### config.mk
export PLATFORM = sky130hd
export DESIGN_NAME = jk_mode_register
export DESIGN_NICKNAME = d
export VERILOG_FILES = /design/src/rtl/jk_pkg.sv /design/src/rtl/jk_cell.sv /design/src/rtl/jk_mode_register.sv
export SDC_FILE = /design/constraint.sdc
export NUM_CORES = 1
export LEC_CHECK = 0
export BUFFER_PORTS_ARGS = -buffer_cell sky130_fd_sc_hd__buf_2
export CAP_MARGIN = 40
export CELL_PAD_IN_SITES_DETAIL_PLACEMENT = 1
export CELL_PAD_IN_SITES_GLOBAL_PLACEMENT = 1
export CORE_MARGIN = 2
export CORE_UTILIZATION = 38
export DETAILED_ROUTE_END_ITERATION = 8
export PLACE_DENSITY = 0.82
export SYNTH_ARGS = -nofsm -noshare
export SYNTH_HDL_FRONTEND = slang
export SYNTH_HIERARCHICAL = 1
export SYNTH_SLANG_ARGS = --single-unit
### constraint.sdc
create_clock -name clk -period 4.31 [get_ports clk]
set_clock_uncertainty 0.1 [all_clocks]
set_input_delay 0.862 -clock clk [delete_from_list [all_inputs] [get_ports clk]]
set_output_delay 0.862 -clock clk [all_outputs]
set_load 0.005 [all_outputs]
### src/rtl/jk_pkg.sv
// Shared definitions for the JK mode register family: mode encodings and
// the two-bit {j,k} codes understood by a single JK cell.
package jk_pkg;

  // Operating modes of the register.
  localparam logic [1:0] MODE_HOLD  = 2'b00;
  localparam logic [1:0] MODE_JK    = 2'b01;
  localparam logic [1:0] MODE_COUNT = 2'b10;
  localparam logic [1:0] MODE_LOAD  = 2'b11;

  // Per-bit {j,k} codes.
  localparam logic [1:0] JK_HOLD = 2'b00;
  localparam logic [1:0] JK_CLR  = 2'b01;
  localparam logic [1:0] JK_SET  = 2'b10;
  localparam logic [1:0] JK_TGL  = 2'b11;

  // Next value of one JK bit given its current value and {j,k} code.
  function automatic logic jk_next(input logic cur, input logic [1:0] code);
    logic nxt;
    nxt = cur;
    case (code)
      JK_HOLD: nxt = cur;
      JK_CLR:  nxt = 1'b0;
      JK_SET:  nxt = 1'b1;
      JK_TGL:  nxt = ~cur;
      default: nxt = cur;
    endcase
    return nxt;
  endfunction

endpackage

### src/rtl/jk_cell.sv
// Single-bit rising-edge JK flop with synchronous active-high reset and a
// clock enable. The register instantiates one of these per bit.
module jk_cell
  import jk_pkg::*;
(
  input  logic clk,
  input  logic rst,
  input  logic ce,
  input  logic j,
  input  logic k,
  output logic q
);

  // Reset clears the bit; otherwise an enabled edge applies the JK code.
  always_ff @(posedge clk) begin
    if (rst) begin
      q <= 1'b0;
    end else if (ce) begin
      q <= jk_next(q, {j, k});
    end
  end

endmodule

### src/rtl/jk_mode_register.sv
// WIDTH-bit register built from JK cells with hold, per-bit JK, up/down
// count (wrapping at MAX_VAL) and parallel load modes. COUNT and LOAD are
// realised by translating the desired next value into set/clear codes for
// the cells, so every bit of state lives in a JK cell. tc pulses for one
// cycle after each wrap; ovf is sticky until cleared.
module jk_mode_register
  import jk_pkg::*;
#(
  parameter int WIDTH   = 8,
  parameter int MAX_VAL = (1 << WIDTH) - 1
) (
  input  logic             clk,
  input  logic             rst,
  input  logic             en,
  input  logic [1:0]       mode,
  input  logic [WIDTH-1:0] j,
  input  logic [WIDTH-1:0] k,
  input  logic             up,
  input  logic [WIDTH-1:0] d,
  input  logic             clr_ovf,
  output logic [WIDTH-1:0] q,
  output logic             tc,
  output logic             ovf
);

  localparam logic [WIDTH-1:0] MAX_Q = WIDTH'(MAX_VAL);
  localparam logic [WIDTH-1:0] ONE_Q = WIDTH'(1);

  logic [WIDTH-1:0] next_q;
  logic [WIDTH-1:0] j_bits;
  logic [WIDTH-1:0] k_bits;
  logic             wrap;

  // Target value for COUNT/LOAD and the wrap condition; values above MAX_VAL
  // left behind by JK or LOAD are folded back into range with a wrap.
  always_comb begin
    next_q = q;
    wrap   = 1'b0;
    case (mode)
      MODE_COUNT: begin
        if (up) begin
          if (q >= MAX_Q) begin
            next_q = '0;
            wrap   = 1'b1;
          end else begin
            next_q = q + ONE_Q;
          end
        end else begin
          if ((q == '0) || (q > MAX_Q)) begin
            next_q = MAX_Q;
            wrap   = 1'b1;
          end else begin
            next_q = q - ONE_Q;
          end
        end
      end
      MODE_LOAD: begin
        next_q = d;
      end
      default: begin
        next_q = q;
        wrap   = 1'b0;
      end
    endcase
  end

  // JK mode passes j/k straight through; other modes set the bits that must
  // rise and clear the bits that must fall (HOLD yields all-zero codes).
  always_comb begin
    j_bits = '0;
    k_bits = '0;
    if (mode == MODE_JK) begin
      j_bits = j;
      k_bits = k;
    end else begin
      j_bits = next_q & ~q;
      k_bits = ~next_q & q;
    end
  end

  genvar gi;
  generate
    for (gi = 0; gi < WIDTH; gi++) begin : g_cell
      jk_cell u_cell (
        .clk (clk),
        .rst (rst),
        .ce  (en),
        .j   (j_bits[gi]),
        .k   (k_bits[gi]),
        .q   (q[gi])
      );
    end
  endgenerate

  // Wrap flags: tc is a one-cycle pulse, ovf is sticky and set beats clear.
  always_ff @(posedge clk) begin
    if (rst) begin
      tc  <= 1'b0;
      ovf <= 1'b0;
    end else begin
      tc <= en & wrap;
      if (en && wrap) begin
        ovf <= 1'b1;
      end else if (clr_ovf) begin
        ovf <= 1'b0;
      end
    end
  end

endmodule

**After elaboration in Yosys (flattened, before gate mapping)**

Cells that the tools add are included.

- Word-level logic and storage cells: 102
- Output and inout bits: 10
- Bits in registers: 10

- Eq/ne operators: 27
- Reduce and logical (&&, ||, !) cells: 20
- $add $sub $neg: 2
- $lt $le $gt $ge: 2
- Multiplexer cells: 20
- Bitwise logic cells: 21

Operator list:

| operator | number |
|---|---|
| $mux W8 | 5 |
| $eq A2 B2 Y1 const B | 18 |
| $pmux W1 S3 | 8 |
| $eq A2 B1 Y1 const B | 9 |
| $and A8 B8 Y8 | 2 |
| $logic_not A2 Y1 | 8 |
| $not A1 Y1 | 16 |
| $not A8 Y8 | 2 |
| $pmux W8 S2 | 1 |
| $reduce_and A2 Y1 | 8 |
| $add A8 B1 Y8 const B | 1 |
| $ge A8 B8 Y1 const B | 1 |
| $gt A8 B8 Y1 const B | 1 |
| $logic_not A8 Y1 | 1 |
| $sub A8 B1 Y8 const B | 1 |
| $mux W1 | 6 |
| $reduce_bool A2 Y1 | 1 |
| $and A1 B1 Y1 | 1 |
| $logic_and A1 B1 Y1 | 1 |
| $logic_or A1 B1 Y1 | 1 |

**Longest topological paths before layout**

Gate-level depths: netlist of run 1.

- Depth in word-level cells: 11
- Depth in mapped cells: 10

**Hierarchy**

Netlist of run 1, hierarchy kept.

By module, submodules not included:

| module | cells each | instances | area each (sq um) | sequential area each (sq um) |
|---|---|---|---|---|
| jk_mode_register | 132 | 1 | 834.6 | 40.0 |
| jk_cell | 4 | 8 | 46.3 | 20.0 |

**Worst setup path before layout of run 1**

No wires, ideal clock.

- Kind: input port to flip-flop
- From: in mode[0]
- To: reg g_cell[5].u_cell.q
- Stages: 9
- Library setup time: 66 ps
- Setup slack: 1,952 ps
- Arrival time: 2,192 ps
- Cells stage by stage: buf_2 -> nand2b_1 -> clkbuf_1 -> a31oi_1 -> o311ai_0 -> a211oi_1 -> o21ai_0 -> a21bo_1 -> a21oi_2

- Word-level cells in the longest chain between the ends: 8
- Elaborated cells between the ends (all ways): 16

Ends and longest elaborated chain:

| element | RTL line | RTL |
|---|---|---|
| start: declaration | jk_mode_register.sv:15 | `input logic [1:0] mode,` |
| $eq A2 B2 Y1 | jk_mode_register.sv:39 | `case (mode)` |
| $pmux W8 S2 | jk_mode_register.sv:39 |  |
| $not A8 Y8 | jk_mode_register.sv:77 | `k_bits = ~next_q & q;` |
| $and A8 B8 Y8 | jk_mode_register.sv:77 |  |
| $mux W8 (*) | jk_mode_register.sv:72 | `if (mode == MODE_JK) begin` |
| net k_bits[5] | jk_mode_register.sv:31 | `logic [WIDTH-1:0] k_bits;` |
| branches (longest 3 deep; another with $pmux W1 S3) | n/a |  |
| end signal: assignment | jk_cell.sv:19 | `q <= jk_next(q, {j, k});` |
| end: declaration | jk_cell.sv:11 | `output logic q` |

Mark *: on every way through the listed nets, which the timed path passes.
A chain may end at the register's enable or synchronous reset.

**Worst setup path in the final report of run 1**

- From: reg g_cell[0].u_cell.q
- To: reg g_cell[2].u_cell.q

- Word-level cells in the longest chain between the ends: 11
- Elaborated cells between the ends (all ways): 22

Ends and longest elaborated chain:

| element | RTL line | RTL |
|---|---|---|
| start: declaration | jk_cell.sv:11 |  |
| start signal: assignment | jk_cell.sv:19 |  |
| $gt A8 B8 Y1 or $logic_not A8 Y1 (tied branches) | jk_mode_register.sv:49 | `if ((q == '0) \|\| (q > MAX_Q)) begin` |
| $logic_or A1 B1 Y1 | jk_mode_register.sv:49 |  |
| $mux W8 | jk_mode_register.sv:49 |  |
| $mux W8 (*) | jk_mode_register.sv:41 | `if (up) begin` |
| $pmux W8 S2 (*) | jk_mode_register.sv:39 |  |
| $not A8 Y8 (*) | jk_mode_register.sv:77 |  |
| $and A8 B8 Y8 (*) | jk_mode_register.sv:77 |  |
| $mux W8 (*) | jk_mode_register.sv:72 |  |
| net k_bits[2] | jk_mode_register.sv:31 |  |
| branches (longest 3 deep; another with $pmux W1 S3) | n/a |  |
| end signal: assignment | jk_cell.sv:19 |  |
| end: declaration | jk_cell.sv:11 |  |

Marks and branches as above.

==> out/results.ini, run 1 <==
[floorplan]
top_level_ports=41
rows=20
initial_core_util_pct=39.8
die_w_microns=60.3
die_h_microns=60.3
dieArea_sq_um=3640
core_area_sq_um=3030

[routing]
wl_per_cell_microns=16.9
via_per_inst=6.02
ant_nets=0
drc=0
vias=1452
drtIter0Drc=71
drt_wl_total_mm=4.08
dr.pass1.iters=4

[sta]
setup_viol=0
max_freq_mhz=364
tns_ps=0
tightest_slew_ps=592
fin_crit_ps=2750
report.final.hold_viol_count=0
max-slew-margin-rel_pct=60.5
maxSlewViolCount=0
post-route-period-util_pct=63.8
rsz0062_at_grt=no

[setup_path]
reg2reg_to=g_cell[2].u_cell/q
cp-start-kind=register
critPathKind=reg2reg
worstPathMaxFanout=14
r2r-start=g_cell[0].u_cell/q
cp-end-kind=register
worstPathArrival_ps=2870
worst_r2r_path_depth=9
cp.required_ps=4430
reg2reg_slack_ps=1560

[yosys]
yosysSeqAreaShare_pct=16.6
synth.avg_cell_area_sq_um=7.35
yosysTopAreaCellShare_pct=16.6
ys_seq_elements=10
ys_types=45
synth_area_leaders=dfxtp_1 17%, a21bo_1 6.6%, nand2_1 6.5%
synth_nets=198
netlist_instances=164
synth_edf_count=0
async_flop_share_pct=0
synth_area_sq_um=1200
synth_top_area_cell=dfxtp_1
yosysWarnings=6
synthFlopType=dfxtp_1

[clock_tree]
clockBufferDepth=2
clk_pin_slew_ps=80
clock_latency_ps=280
ctsHoldBuffers=0
cts-resized-gates=0
post_cts_buffers=0
htree_levels=1
cts_tree=built
numClockSinks=10
clock-root-buffer=clkbuf_4
cts_buffers=3

[run_status]
status=finished clean

[placed_design]
portBuffers=40
place_hpwl_mm=3.13
dpl-instance-area_sq_um=1410
gp_congestion=0.873

[global_route]
antenna_found_initial=0
grt_max_degree=19
grt_pass1_wl_mm=6.73
first_global_vias=1464
grtUsageTotal_pct=24.5
overflow=0

[hold_path]
whs_endpoint=ovf
holdCritStartpoint=ovf
hold_path.class=reg2reg
hold_depth=2

[cells_and_area]
area_growth_pct=19.9
drive_above_1_share_pct=28.4
final_area_sq_um=1450
nets=232
antenna_cells=0

[run]
drv_cap=0

[power]
p_leak_nw=0.558
power_density_nw_per_um2=243
vdd_drop_max_uv=111

==> report_power, final <==
part / internal [mW] / total (mW) / switching, mW
sequential: 0.0988 / 0.120 / 0.0215
clock: 0.0515 / 0.0930 / 0.0416
combinational: 0.0647 / 0.138 / 0.0734
==> flip-flops by register name (all words and copies together) (netlist names) <==
name	count
tc	1
g_cell.u_cell/q	8
ovf	1
==> layout make-up <==
cell class | instances | area (sq um)
inverter | 9 | 33.8
sequential | 10 | 200
multi-input combinational | 133 | 912
timing repair buffer | 41 | 208
fill | 395 | 1580
clock buffer | 4 | 36.3
tap | 44 | 55.1
==> placed cells by master (no fill, tap or decap), types with 2 or more instances in the layout <==
| cell type | count |
|---|---|
| nor2_1 | 8 |
| a21bo_1 | 8 |
| a221oi_1 | 2 |
| clkbuf_4 | 3 |
| o211ai_1 | 4 |
| a31oi_1 | 6 |
| a21oi_1 | 8 |
| o31ai_1 | 3 |
| o311ai_0 | 2 |
| inv_1 | 8 |
| a32o_1 | 3 |
| o41ai_1 | 2 |
| nand3b_1 | 8 |
| o32ai_1 | 4 |
| ha_1 | 3 |
| xnor2_1 | 4 |
| o21ai_0 | 7 |
| xor2_1 | 2 |
| buf_2 | 40 |
| nor3_1 | 4 |
| nor3b_1 | 2 |
| nand2_1 | 21 |
| dfxtp_1 | 10 |
| nand3_1 | 6 |
| a21oi_2 | 8 |
==> worst max-delay path, cell delays in order, from the launching register on <==
cell	delay, ps
dfxtp_1	480
inv_1	220
ha_1	170
nor3b_1	410
a31oi_1	290
a221oi_1	340
a31oi_1	100
a32o_1	280
a21bo_1	170
a21oi_2	120
==> layer usage <==
metal,GRT usage [%],up-vias,share of wire (%)
met3,4.11,10,6.5
met2,45.0,54,50
met5,0,-,0
met4,6.35,0,2.2
met1,29.1,696,41
li1,-,692,-
==> cells by family (layout without fill, tap and decap cells) <==
| kind of cell | count (synthesis) | after routing | share of synthesized area [%] |
|---|---|---|---|
| AO/OA/AOI/OAI | 66 | 66 | 42.0 |
| XOR/XNOR | 6 | 6 | 4.36 |
| adder cells (fa/ha/maj) | 3 | 3 | 3.12 |
| buffers and inverters | 21 | 54 | 7.68 |
| flip-flops | 10 | 10 | 16.6 |
| AND/OR/NAND/NOR | 58 | 58 | 26.3 |
==> worst max-delay path by stage <==
stage	startpoint	endpoint	slack [ps]	cells after the start
2_1_floorplan	mode[0]	g_cell[5].u_cell/q	1950	9
3_5_place_dp	mode[0]	g_cell[3].u_cell/q	1600	8
3_3_place_gp	mode[0]	g_cell[3].u_cell/q	1410	7
4_1_cts	g_cell[0].u_cell/q	g_cell[2].u_cell/q	1580	9
5_1_grt	g_cell[0].u_cell/q	g_cell[4].u_cell/q	1290	9
6_report	g_cell[0].u_cell/q	g_cell[2].u_cell/q	1560	9
==> per-stage QoR <==
step | utilization, % | setup slack [ps] | cells | hold WS [ps] | power [mW]
floorplan | - | 1950 | 164 | 342 | 0.214
global placement | 46.3 | 1410 | 236 | 341 | 0.252
detailed placement | 46.5 | 1600 | 237 | 346 | 0.260
CTS | 47.7 | 1580 | 241 | 374 | 0.352
global route | 47.7 | 1290 | 241 | 398 | 0.376
finish | 47.7 | 1560 | 241 | 366 | 0.351
==> synth_stat cells (all sizes together), types with 4 or more instances <==
cell and n:
nand3 6, clkbuf 6, a21oi 16, a21bo 8
a31oi 6, nand2 21, o211ai 4, nor2 8
nor3 4, nand3b 8, o21ai 7, xnor2 4
buf 6, dfxtp 10, inv 8, o32ai 4
No activity file was read; power rests on OpenSTA's default activity.
==> run 2: changes to the inputs <==
--- a/config.mk
+++ b/config.mk
@@ -10,9 +10,9 @@
 export CELL_PAD_IN_SITES_DETAIL_PLACEMENT = 1
 export CELL_PAD_IN_SITES_GLOBAL_PLACEMENT = 1
 export CORE_MARGIN = 2
-export CORE_UTILIZATION = 38
+export CORE_UTILIZATION = 32
 export DETAILED_ROUTE_END_ITERATION = 8
-export PLACE_DENSITY = 0.82
+export PLACE_DENSITY = 0.73
 export SYNTH_ARGS = -nofsm -noshare
 export SYNTH_HDL_FRONTEND = slang
 export SYNTH_HIERARCHICAL = 1
==> constraint.sdc (replaced) <==
create_clock -name clk -period 2.5 [get_ports clk]
set_clock_uncertainty 0.1 [all_clocks]
set_input_delay 0.5 -clock clk [delete_from_list [all_inputs] [get_ports clk]]
set_output_delay 0.5 -clock clk [all_outputs]
set_load 0.005 [all_outputs]
==> run 2 against run 1 <==
  * First-iteration DRC count up 41%
  * Worst hold slack about the same
  * Clock-buffer cell count unchanged
  * Final cell count grew 5.4%
  * Setup slack worse by 1400 ps
  * Sequential power increased by 58%
  * Final area grew 6.7%
  * Non-clock buffer count grew 9
  * Critical path type unchanged
  * Largest cell class unchanged
==> out/results.ini, run 2 (synthesized netlist as in run 1, its figures left out) <==
[run_status]
status=finished clean

[sta]
tightest_slew_ps=487  ; -105 ps
tns_ps=0  ; unchanged
fin_ws_ps=166  ; -1400 ps
max_freq_mhz=429  ; +18%
fin_crit_ps=2330  ; -414 ps
report.final.hold_viol_count=0  ; unchanged
maxSlewViolCount=0  ; unchanged
rsz0062_at_grt=no
holdWs_ps=366  ; +0.0920 ps
max-slew-margin-rel_pct=67.1  ; +6.6 points
setup_viol=0  ; unchanged
post-route-period-util_pct=93.3  ; +30 points

[global_route]
grt_pass1_wl_mm=7.39  ; +9.7%
grtUsageTotal_pct=22.9  ; -1.5 points
first_global_vias=1506  ; +2.9%
antenna_found_initial=0  ; unchanged
overflow=0  ; unchanged
grt_max_degree=19  ; unchanged

[placed_design]
gp_congestion=0.888  ; +1.7%
pre_cts_slack_ps=107  ; -1490 ps
portBuffers=40  ; unchanged
dpl.cell_count=250  ; +5.5%
place_hpwl_mm=3.49  ; +12%
dpl-instance-area_sq_um=1480  ; +5.2%

[setup_path]
max_stage_delay_ps=590  ; +110 ps
worstPathMaxFanout=12  ; -2
cp-start-kind=register
cp-end-kind=register
cp.required_ps=2530  ; -1900 ps
worstPathArrival_ps=2370  ; -500 ps
critical_path.top_delay_family=compound AO/OA/AOI/OAI gates
path_cells=and4_2 > nand2_1 > o41ai_1 > a21oi_1 > o32ai_1 > a21bo_1 > a21oi_2
critPathKind=reg2reg
crit_buf_inv=0  ; -1
crit_path_top_delay_cell=dfxtp_1

[floorplan]
rows=22  ; +10%
die_w_microns=65.4  ; +8.4%
core_area_sq_um=3630  ; +20%
top_level_ports=41  ; unchanged
die_h_microns=65.4  ; +8.4%
dieArea_sq_um=4270  ; +17%
initial_core_util_pct=33.2  ; -6.6 points

[cells_and_area]
area_growth_pct=27.9
stdcell_count=254  ; +5.4%
antenna_cells=0  ; unchanged
largest_register=g_cell.u_cell/q
nets=241  ; +3.9%
largest_reg_flops=8  ; unchanged
final_area_sq_um=1540  ; +6.7%
multi_input_area_sq_um=917  ; +0.55%
ff_latch_area_sq_um=200  ; unchanged
mostFrequentLayoutCell=buf_2
fillers=490  ; +24%
drive_above_1_share_pct=32.0  ; +3.6 points
top_regs=g_cell.u_cell/q x8, ovf x1, tc x1
layout_common_cells=40 x buf_2, 21 x nand2_1, 10 x dfxtp_1, 10 x buf_4
final_util_pct=42.4  ; -5.3 points

[routing]
drt_wl_total_mm=4.51  ; +11%
drc=0  ; unchanged
dr.pass1.iters=4  ; unchanged
via_per_inst=5.77  ; -4.3%
ant_nets=0  ; unchanged
vias=1465  ; +0.90%
drtIter0Drc=100  ; +41%
wl_per_cell_microns=17.8  ; +5.0%

[clock_tree]
ctsHoldBuffers=0  ; unchanged
clock-root-buffer=clkbuf_8
post_cts_buffers=0  ; unchanged
htree_levels=1  ; unchanged
numClockSinks=10  ; unchanged
clock_latency_ps=250  ; -30 ps
cts_tree=built
clockBufferDepth=2  ; unchanged
clk_pin_slew_ps=50  ; -30 ps
cts_buffers=3  ; unchanged

[power]
vdd_drop_max_uv=215  ; +94%
p_total_mw=0.687  ; +95%
p_leak_nw=0.614  ; +10%
power_density_nw_per_um2=446  ; +83%

[hold_path]
hold_path.class=reg2reg

[run]
drv_cap=0  ; unchanged

run 2: path summary, 6_finish.rpt:
| kind | to | cells past startpoint | from | slack [ps] |
|---|---|---|---|---|
| setup / recovery | g_cell[7].u_cell/q | 7 | g_cell[2].u_cell/q | 170 |
| hold / removal | ovf | 2 | ovf | 370 |
| setup reg to reg | g_cell[7].u_cell/q | 7 | g_cell[2].u_cell/q | 170 |
| hold reg to reg | ovf | 2 | ovf | 370 |
run 2: area by class of cell:
class                      count  area share (%)
sequential                    10            13.0
tap                           48            3.90
multi-input combinational    133            59.5
clock buffer                   4            3.57
timing repair buffer          50            17.9
inverter                       9            2.19
run 2: timing repair:
action,4_1_cts,5_1_grt
resized for setup,0,1
endpoints found under the setup margin,0,1
endpoints found under the hold margin,0,0
run 2: per-layer routing:
layer,vias to the layer above,GRT usage [%],share of wire [%]
met2,50,41.2,52
met3,8,4.62,4.9
met1,703,26.1,41
li1,704,-,-
met5,-,0,0
met4,0,9.90,2.3
run 2: where the power goes:
part           internal, mW  switching (mW)
sequential            0.171          0.0190
clock                 0.140          0.0792
combinational         0.126           0.152
total                 0.436           0.251
run 2: worst reg2reg max path: cells and delay by family (launching register included):
family	cells	cell delay (ps)
AND/OR/NAND/NOR	2	430
AO/OA/AOI/OAI	5	1090
flip-flops	1	590
